File: src/rtl/mem_access_unit.sv
// Data-memory access sequencer: runs one load/store per core request over a
// req/gnt + rvalid memory handshake, stalls the core while busy, holds the last load word.
module mem_access_unit #(
  parameter int ADDR_W  = 32,
  parameter int DATA_W  = 32,
  parameter int TIMEOUT = 255
) (
  input  logic              clk,
  input  logic              rst,
  input  logic              mem_read,
  input  logic              mem_write,
  input  logic [ADDR_W-1:0] addr,
  input  logic [DATA_W-1:0] wdata,
  output logic              stall,
  output logic [DATA_W-1:0] load_data,
  output logic              done,
  output logic              err,
  output logic              mem_req,
  output logic              mem_we,
  output logic [ADDR_W-1:0] mem_addr,
  output logic [DATA_W-1:0] mem_wdata,
  input  logic              mem_gnt,
  input  logic [DATA_W-1:0] mem_rdata,
  input  logic              mem_rvalid,
  output logic [1:0]        dbg_state
);

  // Memory handshake: mem_req/mem_we/mem_addr/mem_wdata are held stable from the
  // first REQ cycle until the cycle mem_gnt is seen high; read data is taken only
  // in the first RESP cycle with mem_rvalid high, never while still requesting.

  typedef enum logic [1:0] {
    S_IDLE = 2'd0,
    S_REQ  = 2'd1,
    S_RESP = 2'd2,
    S_DONE = 2'd3
  } state_t;

  localparam logic [7:0] TO_LAST = 8'(TIMEOUT - 1);

  state_t            state_q, state_d;
  logic [7:0]        cnt_q;
  logic [ADDR_W-1:0] addr_q;
  logic [DATA_W-1:0] wdata_q;
  logic [DATA_W-1:0] load_q;
  logic              we_q;
  logic              err_q;

  logic req_any;
  logic req_bad;
  logic accept;
  logic busy;
  logic timeout_hit;

  assign req_any = mem_read | mem_write;
  assign req_bad = req_any & ((addr[1:0] != 2'b00) | (mem_read & mem_write));
  assign accept  = (state_q == S_IDLE) & req_any & ~req_bad;
  assign busy    = (state_q == S_REQ) | (state_q == S_RESP);

  always_comb begin
    state_d     = state_q;
    timeout_hit = 1'b0;
    case (state_q)
      S_IDLE: begin
        if (accept) state_d = S_REQ;
      end
      S_REQ: begin
        if (mem_gnt) begin
          state_d = we_q ? S_DONE : S_RESP;
        end else if (cnt_q == TO_LAST) begin
          state_d     = S_IDLE;
          timeout_hit = 1'b1;
        end
      end
      S_RESP: begin
        if (mem_rvalid) begin
          state_d = S_DONE;
        end else if (cnt_q == TO_LAST) begin
          state_d     = S_IDLE;
          timeout_hit = 1'b1;
        end
      end
      S_DONE: begin
        state_d = S_IDLE;
      end
      default: begin
        state_d = S_IDLE;
      end
    endcase
  end

  always_ff @(posedge clk) begin
    if (!rst) begin
      state_q <= S_IDLE;
      cnt_q   <= 8'd0;
      addr_q  <= '0;
      wdata_q <= '0;
      load_q  <= '0;
      we_q    <= 1'b0;
      err_q   <= 1'b0;
    end else begin
      state_q <= state_d;
      err_q   <= ((state_q == S_IDLE) & req_bad) | timeout_hit;
      if (accept) begin
        addr_q  <= {addr[ADDR_W-1:2], 2'b00};
        wdata_q <= wdata;
        we_q    <= mem_write;
        cnt_q   <= 8'd0;
      end else if (busy) begin
        cnt_q <= cnt_q + 8'd1;
      end
      if ((state_q == S_RESP) & mem_rvalid) begin
        load_q <= mem_rdata;
      end
    end
  end

  // The accepting cycle stalls combinationally; gated so reset never shows a stall.
  assign stall     = rst & (accept | busy);
  assign mem_req   = (state_q == S_REQ);
  assign done      = (state_q == S_DONE);
  assign err       = err_q;
  assign mem_we    = we_q;
  assign mem_addr  = addr_q;
  assign mem_wdata = wdata_q;
  assign load_data = load_q;
  assign dbg_state = state_q;

endmodule

File: config.mk
export PLATFORM = sky130hd
export DESIGN_NAME = mem_access_unit
export DESIGN_NICKNAME = d
export VERILOG_FILES = /design/src/rtl/mem_access_unit.sv
export SDC_FILE = /design/constraint.sdc
export NUM_CORES = 1
export LEC_CHECK = 0
export CORE_ASPECT_RATIO = 1.1
export CORE_MARGIN = 2
export CORE_UTILIZATION = 30
export CTS_CLUSTER_DIAMETER = 200
export CTS_CLUSTER_SIZE = 25
export DETAILED_ROUTE_END_ITERATION = 10
export GPL_TIMING_DRIVEN = 0
export PLACE_DENSITY = 0.61
export SYNTH_ARGS = -nofsm -noshare
export SYNTH_HDL_FRONTEND = slang
export SYNTH_SLANG_ARGS = --single-unit
File: constraint.sdc
create_clock -name clk -period 1.83 [get_ports clk]
set_input_delay 0.183 -clock clk [delete_from_list [all_inputs] [get_ports clk]]
set_output_delay 0.183 -clock clk [all_outputs]
set_load 0.02 [all_outputs]
==> results <==
- In this run the count of I/O pins placed on the die edge is 205.
- Of the total synthesized cell area, the portion taken by full adders, half adders and majority gates is 0.0198.
- The post-route worst hold slack is 0.350 ns.
- The post-route antenna net violation count is 0.
- The analysis attributes to cell leakage a power of 2.39 nW.
- The initial antenna violation count is 0.
- Entering global routing, the biggest net connects 19 pins.
- The cell type with the highest aggregate area in the netlist is dfxtp_1.
- The data required time at the worst endpoint is 1.65 ns.
- The share of Yosys cell area claimed by the top area cell type is 0.480.
- TritonCTS built the clock tree.
- The reported max-cap violation count is 0.
- The count of synthesis-stage warnings from yosys is 0.
- The core region is 0.0144 mm^2.
- The maximum root-to-sink buffer count is 2.
- The detailed router put a total of 5120 um of wire on met1.
- The final standard cell count with taps included and fillers excluded is 903.
- The count of fill cells added during filler insertion is 1346.
- After detailed routing, the average wire length per cell comes to 13.8 um.
- After layout, the minimum clock period comes to 1.74 ns.
- The floorplan die area is 0.0157 mm^2.
- The later pin in the worst-skew pair is clocked with a latency of 0.35 ns.
- Walking the worst path, the cells encountered are buf_4 > ha_1 > clkdlybuf4s50_1.
- The H-tree depth is 3.
- The floorplan has 46 rows.
- For this run, the total global-route usage over all layers was measured as 0.161.
- The post-synthesis share of cell area spent on and, or, nand and nor gates is 0.196.
- The cts-stage hold buffer count is 0.
- The number of global-route vias before repair is 3939.
- After detailed routing, no signal wire sits above met4.
- The final wirelength is 12400 um.
- Detailed placement ended at an HPWL of 9680 um.
- By area the synthesized netlist is led by dfxtp_1 (48%), nand2_1 (17%), a21boi_2 (15%).
- The library cell contributing the largest single delay on the critical path is clkdlybuf4s50_1.
- 0 antenna diodes ended up in the layout.
- The largest family of logic cells by synthesized area is compound AO/OA/AOI/OAI gates.
- After synthesis, the mean cell area works out to 8.98 um^2.
- The multiplexer share of the synthesized area is 0.00453.
- The clock input transition at the sequential cells of the worst setup and hold paths is 0.07 ns.
- Setup repair after global routing left no endpoint under its margin.
- The number of placed instances with taps included is 886.
- In the routed design, unresolved DRC markers number 0.
- The synthesized design contains 106 register bits.
- Summing over every cut layer, the via total after detailed routing is 3943.
- The count of input and output buffers is 201.
- The maximum fanout along the worst path is 4.
- The post-synthesis compound-gate area fraction came to 0.231.
- The xor/xnor cell area share of the yosys netlist is 0.0159.
- The count of final max-slew check failures is 0.
- The part of the Yosys area used for sequential elements is 0.480.
- The worst IR drop on VDD is 0.331 mV.
- The final weighted congestion of routability-driven global placement is 0.769.
- After the first detailed-routing iteration, the DRC count stood at 162.
- The class of the most critical setup path is flop to output pin.
- The flow ran to the end, and the final reports show no timing, DRC or antenna violations.
- For this design the ratio of total power to cell area is 770 mW/mm^2.
- In the final layout, the share of cells above drive strength 1 is 0.143.
- The worst path meets setup with 0.0862 ns of slack.
- In this run the worst hold path is classified as input pin to flop.
- The hold violation total from the final report came to 0.
- After global routing the overflow that remains totals 0.
- The placed cell area is 0.00668 mm^2.
- The number of buffer and inverter stages on the critical path is 2.
- The final-layout setup total negative slack is 0 ns.
- The finished cells cover 0.00701 mm^2.
- The tree is rooted in a clkbuf_16.
- The signal arrival time at the worst endpoint is 1.56 ns.
- TritonCTS created 9 clock buffers.
- The share of the clock period used by the worst path is 0.953.
- The sum of met3 wire segment lengths after detailed routing is 922 um.
- The synthesized netlist cell count is 492.
- Setup violations remaining at the end of the flow were counted as 0.
- The starting utilization of the core area is 0.307.
- The number of iterations in the first detailed-routing pass is 4.
- Clock skew on the completed layout was measured at 0.00879 ns.
- Compared with the post-synthesis result, the final layout area differs by 58.7%.
- The worst setup path is captured at an output pin.
- The number of distinct library cells after synthesis is 33.
- In this run the horizontal extent of the chip is 120 um.
- The worst setup slack after placement is -0.603 ns.
- Measured along the y axis, the die boundary spans 131 um.
- The fmax is 0.573 GHz.
- The kind of cell adding the most delay to the critical path is buffers and inverters.
- Clock tree synthesis found a total of 106 sinks.
- Dividing the detail-routed via count by the number of cells gives 4.37.
- The first global-routing pass estimated 20100 um of wire.
- After synthesis the cells add up to 0.00442 mm^2.
- The critical path's largest stage delay is 0.59 ns.
- The routed length on met2 is 6130 um.
- The net count of the finished layout is 815.
- STA classifies the critical path startpoint as a flop.
## power breakdown
group | internal [mW] | switching [mW] | leakage [nW]
Combinational | 0.533 | 0.453 | 1.39
Clock | 1.07 | 0.893 | 0.144
Sequential | 2.40 | 0.0574 | 0.860
Total | 4.00 | 1.40 | 2.39
## final timing paths
| kind | depth (start not counted) | slack [ns] | start | endpoint |
|---|---|---|---|---|
| worst max-delay path | 3 | 0.09 | dbg_state[1] | done |
| worst min-delay path | 5 | 0.35 | mem_read | err |
| worst max register to register | 6 | 0.20 | dbg_state[1] | load_data[22] |
| worst min register to register | 2 | 0.47 | mem_wdata[26] | mem_wdata[26] |
## state kept, by name, indices dropped and copies added, names as in the netlist
register   count
dbg_state      2
err            1
load_data     32
mem_we         1
cnt_q          8
mem_addr      30
mem_wdata     32
## cells in the mapped netlist, drive strengths merged
cell and number:
nand2 196, a32oi 1, a21oi 2, or3 1, or4 1, a211oi 1, o31ai 1, nor3 1
buf 8, o21ai 1, clkbuf 26, a311o 1, a22o 1, nand3 4, inv 5, xnor2 4
ha 7, nor2b 1, conb 1, o21a 1, nand4 3, mux2i 2, a21boi 98, dfxtp 106
nor2 13, and3 1, xor2 4, and2 1
## timing repair
action                     CTS  global route
setup endpoints to repair    2            23
resized for setup           14            10
pin swaps                    0             1
hold endpoints to repair     0             0
buffers inserted             2             1
cloned                       0             0
## worst register-to-register path, delay by kind of cell (launching register included)
kind	cells	cell delay, ns
adder cells (fa/ha/maj)	1	0.23
AND/OR/NAND/NOR	2	0.40
AO/OA/AOI/OAI	1	0.17
buffers and inverters	2	0.40
flip-flops	1	0.35
## layer usage
metal | up-vias | GRT usage
met5 | - | 0
met4 | 0 | 0.0660
met3 | 14 | 0.0534
met2 | 131 | 0.279
li1 | 2017 | -
met1 | 1781 | 0.180
## layout by cell type (no fill, tap or decap), drive strengths merged, types with 2 or more instances in the layout
cell           netlist  layout
clkdlybuf4s50        0     198
nand2              196     196
dfxtp              106     106
a21boi              98      98
clkbuf              26      33
nor2                13      13
buf                  8      12
ha                   7       7
inv                  5       7
xnor2                4       4
nand3                4       4
xor2                 4       4
nand4                3       3
a21oi                2       2
mux2i                2       2
conb                 1       2
clkinv               0       2
clkinvlp             0       2
## cell type report
cell class	count	area (um^2)	share of cell area
sequential	106	2130	0.304
multi-input combinational	348	2090	0.298
timing repair buffer	204	2040	0.290
tap	192	240	0.0342
clock buffer	9	225	0.0321
buffer	32	195	0.0278
clock inverter	7	75.1	0.0107
inverter	5	18.8	0.00268
## metrics by stage
step	power (mW)	util
floorplan	2.99	-
global route	5.67	0.487
CTS	5.48	0.487
detailed placement	3.48	0.464
finish	5.40	0.487
global placement	3.47	0.464
## kinds of logic after synthesis
kind of cell	Yosys count
XOR/XNOR	8
other	1
adder cells (fa/ha/maj)	7
AO/OA/AOI/OAI	107
AND/OR/NAND/NOR	222
multiplexers	2
flip-flops	106
buffers and inverters	39
(Power assumes the default switching activity.)
